`config.mk`:
```
export PLATFORM = sky130hd
export DESIGN_NAME = hilo_mdu
export DESIGN_NICKNAME = d
export VERILOG_FILES = /design/src/rtl/hilo_mdu_pkg.sv /design/src/rtl/mdu_iter_step.sv /design/src/rtl/hilo_mdu.sv
export SDC_FILE = /design/constraint.sdc
export NUM_CORES = 1
export LEC_CHECK = 0
export BUFFER_PORTS_ARGS = -buffer_cell sky130_fd_sc_hd__buf_2
export CAP_MARGIN = 15
export CORE_MARGIN = 2
export CORE_UTILIZATION = 30
export DETAILED_ROUTE_END_ITERATION = 7
export PLACE_DENSITY = 0.5
export SLEW_MARGIN = 20
export SYNTH_ARGS = -nofsm -noshare
export SYNTH_HDL_FRONTEND = slang
export SYNTH_SLANG_ARGS = --single-unit
```
`constraint.sdc`:
```
create_clock -name clk -period 4.2 [get_ports clk]
set_input_delay 0.42 -clock clk [delete_from_list [all_inputs] [get_ports clk]]
set_output_delay 0.42 -clock clk [all_outputs]
set_load 0.02 [all_outputs]
```
`src/rtl/hilo_mdu_pkg.sv`:
```
// Shared constants and types for the HI/LO multiply/divide unit.
// The op encodings match the ones EX decodes; hl_wr_t is the {hi_we, lo_we, hi, lo} write bundle.
package hilo_mdu_pkg;

  localparam int unsigned Iter    = 32;
  localparam int unsigned MduOpWd = 2;
  localparam int unsigned HlDataW = 32;

  typedef logic [MduOpWd-1:0] mdu_op_t;

  localparam mdu_op_t MduOpMult  = 2'b00;
  localparam mdu_op_t MduOpMultu = 2'b01;
  localparam mdu_op_t MduOpDiv   = 2'b10;
  localparam mdu_op_t MduOpDivu  = 2'b11;

  localparam logic [1:0] StIdle = 2'd0;
  localparam logic [1:0] StCalc = 2'd1;
  localparam logic [1:0] StDone = 2'd2;

  typedef struct packed {
    logic               hi_we;
    logic               lo_we;
    logic [HlDataW-1:0] hi;
    logic [HlDataW-1:0] lo;
  } hl_wr_t;

  // Two's-complement magnitude; 0x80000000 maps to unsigned 2^31.
  function automatic logic [31:0] mag32(input logic [31:0] x, input logic is_signed);
    return (is_signed && x[31]) ? (~x + 32'd1) : x;
  endfunction

endpackage

```
`src/rtl/mdu_iter_step.sv`:
```
// One radix-2 iteration on the 64-bit working register: shift-add for multiply,
// restoring trial-subtract for divide.
module mdu_iter_step (
  input  logic        is_div,
  input  logic [63:0] acc_i,
  input  logic [31:0] b_i,
  output logic [63:0] acc_o
);

  logic [32:0] sum;
  logic [32:0] rem_sh;
  logic        borrow;
  logic [31:0] diff;

  always_comb begin
    sum    = {1'b0, acc_i[63:32]} + {1'b0, b_i};
    rem_sh = acc_i[63:31];
    borrow = rem_sh < {1'b0, b_i};
    // When no borrow the true difference is below b_i, so 32 bits suffice.
    diff   = rem_sh[31:0] - b_i;
    if (!is_div) begin
      acc_o = acc_i[0] ? {sum, acc_i[31:1]} : {1'b0, acc_i[63:1]};
    end else begin
      acc_o = borrow ? {acc_i[62:0], 1'b0} : {diff, acc_i[30:0], 1'b1};
    end
  end

endmodule

```
`src/rtl/hilo_mdu.sv`:
```
// Multi-cycle MULT/MULTU/DIV/DIVU unit producing a one-cycle HI/LO write.
// Works on operand magnitudes and applies the sign fix-up in DONE.
module hilo_mdu
  import hilo_mdu_pkg::*;
#(
  parameter int unsigned ITER = Iter
) (
  input  logic        clk,
  input  logic        resetn,
  input  logic        start_i,
  input  logic [1:0]  op_i,
  input  logic [31:0] src1_i,
  input  logic [31:0] src2_i,
  input  logic        flush_i,
  output logic        stall_o,
  output logic        busy_o,
  output logic        hi_we_o,
  output logic        lo_we_o,
  output logic [31:0] hi_o,
  output logic [31:0] lo_o
);

  localparam int unsigned CntW = $clog2(ITER);
  localparam logic [CntW-1:0] CntLast = CntW'(ITER - 1);

  logic [1:0]      state_q, state_d;
  logic [CntW-1:0] cnt_q, cnt_d;
  logic [63:0]     acc_q, acc_d, acc_step;
  logic [31:0]     opb_q, src1_q;
  logic            is_div_q, neg_res_q, neg_rem_q, div_zero_q;
  logic [31:0]     hi_q, lo_q;

  logic            accept, in_calc, in_done;
  logic            op_is_div, op_is_signed, s1_neg, s2_neg;
  logic [63:0]     prod;
  logic [31:0]     quo, rem;
  logic [31:0]     fix_hi, fix_lo;
  hl_wr_t          wr;

  assign op_is_div    = (op_i == MduOpDiv) || (op_i == MduOpDivu);
  assign op_is_signed = (op_i == MduOpMult) || (op_i == MduOpDiv);
  assign s1_neg       = op_is_signed & src1_i[31];
  assign s2_neg       = op_is_signed & src2_i[31];

  assign in_calc = (state_q == StCalc);
  assign in_done = (state_q == StDone);
  assign accept  = (state_q == StIdle) & start_i & ~flush_i;

  mdu_iter_step u_step (
    .is_div (is_div_q),
    .acc_i  (acc_q),
    .b_i    (opb_q),
    .acc_o  (acc_step)
  );

  always_comb begin
    state_d = state_q;
    cnt_d   = cnt_q;
    acc_d   = acc_q;
    case (state_q)
      StIdle: begin
        if (accept) begin
          state_d = StCalc;
          cnt_d   = '0;
          // Multiplier (src2) or dividend (src1) starts in the low half.
          acc_d   = {32'd0, op_is_div ? mag32(src1_i, op_is_signed)
                                      : mag32(src2_i, op_is_signed)};
        end
      end
      StCalc: begin
        if (flush_i) begin
          state_d = StIdle;
        end else begin
          acc_d = acc_step;
          if (cnt_q == CntLast) begin
            state_d = StDone;
          end else begin
            cnt_d = cnt_q + 1'b1;
          end
        end
      end
      StDone:  state_d = StIdle;
      default: state_d = StIdle;
    endcase
  end

  always_comb begin
    prod = neg_res_q ? (~acc_q + 64'd1) : acc_q;
    quo  = acc_q[31:0];
    rem  = acc_q[63:32];
    if (!is_div_q) begin
      fix_hi = prod[63:32];
      fix_lo = prod[31:0];
    end else if (div_zero_q) begin
      fix_hi = src1_q;
      fix_lo = 32'hFFFF_FFFF;
    end else begin
      fix_lo = neg_res_q ? (~quo + 32'd1) : quo;
      fix_hi = neg_rem_q ? (~rem + 32'd1) : rem;
    end
  end

  always_comb begin
    wr.hi_we = in_done & ~flush_i;
    wr.lo_we = in_done & ~flush_i;
    wr.hi    = wr.hi_we ? fix_hi : hi_q;
    wr.lo    = wr.lo_we ? fix_lo : lo_q;
  end

  assign hi_we_o = wr.hi_we;
  assign lo_we_o = wr.lo_we;
  assign hi_o    = wr.hi;
  assign lo_o    = wr.lo;
  assign stall_o = accept | (in_calc & ~flush_i);
  assign busy_o  = (state_q != StIdle);

  always_ff @(posedge clk or negedge resetn) begin
    if (!resetn) begin
      state_q    <= StIdle;
      cnt_q      <= '0;
      acc_q      <= '0;
      opb_q      <= '0;
      src1_q     <= '0;
      is_div_q   <= 1'b0;
      neg_res_q  <= 1'b0;
      neg_rem_q  <= 1'b0;
      div_zero_q <= 1'b0;
      hi_q       <= '0;
      lo_q       <= '0;
    end else begin
      state_q <= state_d;
      cnt_q   <= cnt_d;
      acc_q   <= acc_d;
      if (accept) begin
        opb_q      <= op_is_div ? mag32(src2_i, op_is_signed) : mag32(src1_i, op_is_signed);
        src1_q     <= src1_i;
        is_div_q   <= op_is_div;
        neg_res_q  <= s1_neg ^ s2_neg;
        neg_rem_q  <= s1_neg;
        div_zero_q <= op_is_div & (src2_i == 32'd0);
      end
      if (wr.hi_we) begin
        hi_q <= wr.hi;
        lo_q <= wr.lo;
      end
    end
  end

endmodule

```
==> reports/metrics.yaml, run 1 <==
sta:
  setup_viol: 1
  rsz0062_at_grt: "true"
  hold_viol: 0
  finalCritPeriodShare: 1.012
  worst_slack_ns: -0.05025
  finalMaxSlewViolations: 0
  clock.fmax_mhz: 235.3
  tightest_slew_ns: 1.012
  fin_crit_ns: 4.250
  skew_ns: 0.02143
  relSlewSlack: 0.3231
floorplanning:
  core_sq_um: 57700
  die_x_um: 245.5
  rows: 88
  initial_core_util: 0.3032
  die_height_um: 245.5
  design.portCount: 138
  die-area_sq_um: 60270
yosys:
  synth_edf_count: 0
  ys_seq_area_frac: 0.2904
  ys_types: 88
  synth_top_area_cell: "dfrtp_1"
  synth_top_area_frac: 0.2904
  avgSynthCellArea_sq_um: 7.717
  synth_nets: 2409
  synth_seq_cells: 203
  synth.area.top_cells: "dfrtp_1, a21oi_1, nand2_1, o21ai_0, xor2_1"
  synthesis.area_sq_um: 17500
  yosysWarnings: 0
  synth_ff_type: "dfrtp_1"
  netlist_instances: 2267
  ys_async_sr_fraction: 1.000
placement:
  place.gp.congestion: 0.9335
  port_buffers: 137
  hpwl_um: 54470
setup_path:
  arrival_ns: 3.83
  r2r_start: "acc_q[31]"
  critPathLaunchType: "flop"
  cp_slowest_cell: "or4_4"
  cp_max_fo: 5
  crit_chain: "or4_4 > or4b_4 > or3_4 > nand2b_4 > o41ai_2 > xor2_1 > nor2_1 > a21oi_2 > o21ai_1 > buf_2"
  end_kind: "output pin"
  cpPeakStageDelay_ns: 0.56
  path_class: "flop to output pin"
  startpoint: "acc_q[23]"
  crit_required_ns: 3.78
clock_tree:
  cts_made_buffers: 26
  clock-sinks: 203
  clockBufferDepth: 3
  htree_levels: 1
  clk_pin_slew_ns: 0.06
  insertion_delay_ns: 0.59
  cts_tree: "done"
  clock-root-buffer: "clkbuf_16"
worst_hold_path:
  min_path_type: "input pin to flop"
  worstHoldStart: "src1_i[10]"
global_route:
  antenna_found_initial: 5
  grt_overflow: 0
  first_global_vias: 16650
  grt_start_max_net_pins: 92
  grt_pass1_wl_um: 106400
  grt_usage: 0.2309
cells_and_area:
  final_core_util: 0.3493
  regArea_sq_um: 5089
  fillers: 6249
  final_nets: 2508
  multi_input_area_sq_um: 11560
  drive_gt1_frac: 0.1457
  area_growth_pct: 15.20
  diodes: 0
detailed_routing:
  wl_per_cell_um: 22.62
  drt-total-wl_um: 71170
  ant_nets: 0
  vias_per_cell: 5.579
  drtIter0Drc: 1615
  first_pass_iters: 5
  vias: 17550
  drc: 0
outcome:
  status: "finished with violations"
  violations: "setup timing"
power_and_ir_drop:
  max-vdd-ir-drop_mv: 0.4071
  finalPower_mw: 13.13
  power.leakage_nw: 8.927
  powerDensity_nw_per_um2: 651.6
job:
  drv_cap: 0
[cells in the final DEF, fill, tap and decap left out, types with 7 or more instances in the layout]
cell,count
xor2_1,108
a21oi_1,235
or4_1,8
nand2_1,319
o21a_1,11
ha_1,70
o31ai_1,27
buf_2,129
nor2_1,198
or2_2,7
inv_1,63
o31a_1,7
nand3_1,35
a31oi_1,18
o211ai_1,31
clkbuf_16,26
nor2b_1,19
o221ai_1,9
and3_1,9
mux2_2,18
and2_1,13
a211oi_1,20
clkbuf_8,8
xnor2_1,92
buf_4,95
nand4_1,14
or3_1,15
nor4_1,17
a22o_1,9
nand3b_1,9
nor3_1,47
o41ai_1,15
a21o_1,25
mux2i_1,72
dfrtp_1,198
o21ai_1,19
nand2b_1,17
o21ai_0,200
[area by class of cell]
class	instances	area share
well taps	765	0.04749
flip-flops and latches	203	0.2525
inverters	66	0.01229
multi-input cells	1838	0.5733
repair buffers	231	0.07269
clock buffers	38	0.03799
clock inverters	5	0.003725
[per-layer routing]
layer,wire length (um),track usage
met3,5304,0.04049
met5,31,0
met4,2571,0.07273
met1,33310,0.3345
met2,29960,0.3457
[final timing paths]
path | end | slack [ns] | depth (start not counted)
setup / recovery | hi_o[23] | -0.05 | 10
hold reg to reg | hi_q[12] | 0.47 | 2
min in group asynchronous | lo_q[6] | 0.43 | 2
max in group asynchronous | opb_q[8] | 2.61 | 3
hold / removal | src1_q[10] | 0.12 | 3
setup reg to reg | acc_q[56] | 0.30 | 14
[through the flow]
step	setup WS [ns]	hold WS [ns]	cells	TNS (ns)	area, sq um
after detailed placement	0.3576	0.4580	3089	0	19030
after global placement	0.3344	0.4513	3089	0	19030
after global routing	-0.1577	0.1096	3146	-1.495	20160
final	-0.05025	0.1208	3146	-0.05025	20160
after floorplan	0.6339	0.1244	2267	0	17500
after CTS	-0.07889	0.09409	3141	-0.2827	19980
[registers in the layout, indices dropped and copies added, names as in the netlist, 2 cells and up]
register  cells
acc_q        64
cnt_q         5
hi_q         32
lo_q         32
opb_q        32
src1_q       32
state_q       2
[critical path: cells and delay by family (launching register included)]
kind            cells  cell delay [ns]
buf+inv             1             0.20
xor+xnor            1             0.21
flops               1             0.38
compound gates      3             0.64
simple gates        5             1.81
[cells in the mapped netlist, types with 18 or more instances]
| cell type | n |
|---|---|
| a211oi_1 | 21 |
| a21o_1 | 25 |
| a21oi_1 | 241 |
| a31oi_1 | 18 |
| clkbuf_1 | 123 |
| dfrtp_1 | 203 |
| ha_1 | 70 |
| inv_1 | 63 |
| mux2_2 | 18 |
| mux2i_1 | 72 |
| nand2_1 | 320 |
| nand2b_1 | 18 |
| nand3_1 | 36 |
| nor2_1 | 200 |
| nor2b_1 | 19 |
| nor3_1 | 48 |
| o211ai_1 | 31 |
| o21ai_0 | 209 |
| o31ai_1 | 28 |
| xnor2_1 | 92 |
| xor2_1 | 110 |
[kinds of logic after synthesis]
family                     share of synthesized area
xor gates and xnor gates                      0.1011
and+or+nand+nor                               0.1973
AOI/OAI and AO/OA                             0.2474
adders and majority gates                    0.05235
buffers and inverters                        0.05871
DFF                                           0.2904
muxes                                        0.05278
[what timing repair did]
item | in CTS | in global routing
endpoints found under the setup margin | 10 | 24
gates resized for setup | 14 | 34
hold buffers | 1 | 0
buffers inserted | 8 | 4
pin swaps | 5 | 12
cloned | 0 | 1
endpoints found under the hold margin | 75 | 0
[power breakdown]
| group | total [mW] | internal (mW) | switching [mW] |
|---|---|---|---|
| sequential | 3.04 | 2.32 | 0.722 |
| clock | 2.27 | 1.32 | 0.952 |
| combinational | 7.83 | 3.10 | 4.73 |
| total | 13.1 | 6.73 | 6.40 |
No activity file was read; power rests on OpenSTA's default activity.
==> run 2, diff against run 1 <==
Settings changed: BUFFER_PORTS_ARGS -buffer_cell sky130_fd_sc_hd__buf_2 to unset, DONT_BUFFER_PORTS set to 1, PLACE_DENSITY 0.5 to 0.48.
==> reports/metrics.yaml, run 2 (synthesis gave the netlist of run 1 again) <==
outcome:
  status: "finished with violations"
  violations: "hold timing, setup timing"
floorplanning:
  die-area_sq_um: 60270  # unchanged
  initial_core_util: 0.3032  # unchanged
  core_sq_um: 57700  # unchanged
  design.portCount: 138  # unchanged
  die_height_um: 245.5  # unchanged
  rows: 88  # unchanged
  die_x_um: 245.5  # unchanged
cells_and_area:
  multi_input_area_sq_um: 11640  # +0.73%
  drive_gt1_frac: 0.1143  # -0.03140
  final_cells: 3075  # -2.3%
  mostFrequentLayoutCell: "nand2_1"
  top_register: "acc_q"
  final_core_util: 0.3488  # -0.0005640
  final_cell_mix: "nand2_1, a21oi_1, nor2_1, dfrtp_1, o21ai_0"
  largest_reg_flops: 64  # unchanged
  regArea_sq_um: 5089  # unchanged
  fillers: 6233  # -0.26%
  final_nets: 2434  # -3.0%
  area_growth_pct: 15.02
clock_tree:
  hold_buffers: 23  # +22
  clock-root-buffer: "clkbuf_16"
  clock-sinks: 203  # unchanged
  insertion_delay_ns: 0.58  # about the same
  clockBufferDepth: 3  # unchanged
  clk_pin_slew_ns: 0.07  # about the same
  cts_tree: "done"
  cts_made_buffers: 26  # unchanged
  htree_levels: 1  # unchanged
global_route:
  grt_overflow: 0  # unchanged
  grt_start_max_net_pins: 204  # +120%
  busiest_layer: "met2"
  grt_use_met3: 0.04824  # +0.007749
  grt_pass1_wl_um: 108600  # +2.0%
  use_met2: 0.3648  # +0.01906
  grt_usage: 0.2377  # +0.006745
  antenna_found_initial: 1  # -4
  first_global_vias: 16630  # -0.12%
  met1_usage: 0.3367  # +0.002147
power_and_ir_drop:
  pwr-share-seq: 0.235  # +0.003
  pwr-share-clk: 0.185  # +0.012
  max-vdd-ir-drop_mv: 0.3675  # -9.7%
  powerDensity_nw_per_um2: 663.7  # +1.9%
  swShare: 0.4819  # -0.005723
  p_int_mw: 6.919  # +2.8%
  pwr-share-comb: 0.580  # -0.016
  power_switching_mw: 6.436  # +0.50%
  power.leakage_nw: 8.649  # -3.1%
detailed_routing:
  first_pass_iters: 8  # +3
  vias_per_cell: 5.598  # +0.35%
  vias: 17220  # -1.9%
  drtIter0Drc: 1548  # -4.1%
  wl_per_cell_um: 23.69  # +4.7%
  drc: 0  # unchanged
  drt-total-wl_um: 72840  # +2.3%
  ant_nets: 0  # unchanged
sta:
  rsz0062_at_grt: "true"
  finalCritPeriodShare: 1.001  # -0.01075
  whs_ns: -0.4680  # -0.5889 ns
  worst_slack_ns: -0.005120  # +0.04513 ns
  tns_ns: -0.005606  # +0.04464 ns
  setup_viol: 2  # +1
  clock.fmax_mhz: 237.8  # +1.1%
  hold_viol: 203  # +203
  fin_crit_ns: 4.205  # -0.04513 ns
  relSlewSlack: 0.3802  # +0.05703
  finalMaxSlewViolations: 0  # unchanged
  skew_ns: 0.01812  # -0.003309 ns
  tightest_slew_ns: 0.9298  # -0.08181 ns
setup_path:
  critPathBufInv: 2  # +1
  r2r_start: "acc_q[32]"
  cp_max_fo: 4  # -1
  timing.rr.end: "acc_q[47]"
  crit_chain: "or4_4 > or4b_4 > or4_4 > o31a_1 > buf_4 > a21oi_4 > xor2_2 > o211ai_1 > buf_4"
  arrival_ns: 3.79  # -0.04 ns
  path_class: "flop to output pin"
  rrSetupSlack_ns: 0.25  # -0.05 ns
  reg2reg_depth: 14  # unchanged
  crit_required_ns: 3.78  # about the same
  cpPeakStageDelay_ns: 0.55  # about the same
  cpLargestDelayFamily: "simple AND/OR/NAND/NOR gates"
  cp_slowest_cell: "or4_4"
  critPathLaunchType: "flop"
  end_kind: "output pin"
job:
  drv_cap: 0  # unchanged
placement:
  place_inst: 2991  # -3.2%
  port_buffers: 0  # -100%
  place.gp.congestion: 0.9384  # +0.52%
  hpwl_um: 55290  # +1.5%
worst_hold_path:
  min_path_type: "input pin to async pin"
[run 2: changes by cell type in the layout (fill, tap and decap cells not counted), moves of 3 or more]
cell,delta
buf_2,-129
buf_4,+34
dlygate4sd3_1,+22
a21oi_1,-6
a21oi_2,+6
o21ai_1,+4
bufinv_16,+3
nor4_1,-3
o21ai_0,-3
[run 2: layout make-up]
type / instances / share of cell area
timing repair buffer: 156 / 0.06268
sequential: 203 / 0.2529
clock inverter: 7 / 0.007959
multi-input combinational: 1839 / 0.5784
inverter: 66 / 0.01231
tap: 765 / 0.04757
clock buffer: 38 / 0.03805
antenna: 1 / 0.0001244
[run 2: what timing repair did]
action | CTS | global route
buffers inserted | 7 | 7
hold endpoints to repair | 226 | 203
cloned | 1 | 1
gates resized for setup | 20 | 38
pin swaps | 5 | 10
endpoints found under the setup margin | 13 | 28
[run 2: how the worst max path moves through the flow]
stage                         start  depth (start not counted)  slack [ns]        end
after floorplan           acc_q[32]                         12        0.63   hi_o[30]
after global placement    acc_q[23]                         10        0.39   hi_o[14]
after detailed placement  acc_q[31]                         14        0.33  acc_q[56]
after CTS                 acc_q[21]                         10       -0.07    hi_o[6]
after global routing      acc_q[21]                         10       -0.16   hi_o[14]
final                     acc_q[21]                          9      -0.005   hi_o[22]
[run 2: per-layer routing]
layer / vias up / part of all wire / routed length (um)
met3: 107 / 0.079 / 5779
met5: - / 0 / 0
met1: 8384 / 0.46 / 33610
li1: 8109 / - / -
met4: 0 / 0.031 / 2284
met2: 615 / 0.43 / 31170
[run 2: per-stage QoR]
step                total power [mW]  worst slack [ns]  area, sq um
global placement               10.51            0.3883        18630
finish                         13.36         -0.005120        20120
CTS                            13.12          -0.07237        19920
detailed placement             10.50            0.3345        18630
floorplan                      8.047            0.6339        17500
global route                   14.22           -0.1575        20120
[run 2: worst reg2reg max path, stage by stage, from the launching register on]
cell	delay, ns
dfrtp_1	0.45
buf_4	0.19
ha_1	0.26
nor2b_1	0.26
o31a_1	0.23
o211ai_1	0.12
a2111oi_1	0.59
buf_4	0.23
nor2_1	0.04
buf_4	0.16
o211ai_1	0.23
nand2_1	0.23
buf_4	0.27
a211oi_1	0.42
o31ai_1	0.13
[run 2: power groups by stage]
stage                     Sequential [mW]  Clock, mW  Combinational (mW)
final                                3.14       2.46                7.75
after global routing                 3.18       2.59                8.45
after CTS                            3.10       2.51                7.50
after detailed placement             3.14          0                7.36
after global placement               3.13          0                7.38
after floorplan                      2.61          0                5.43
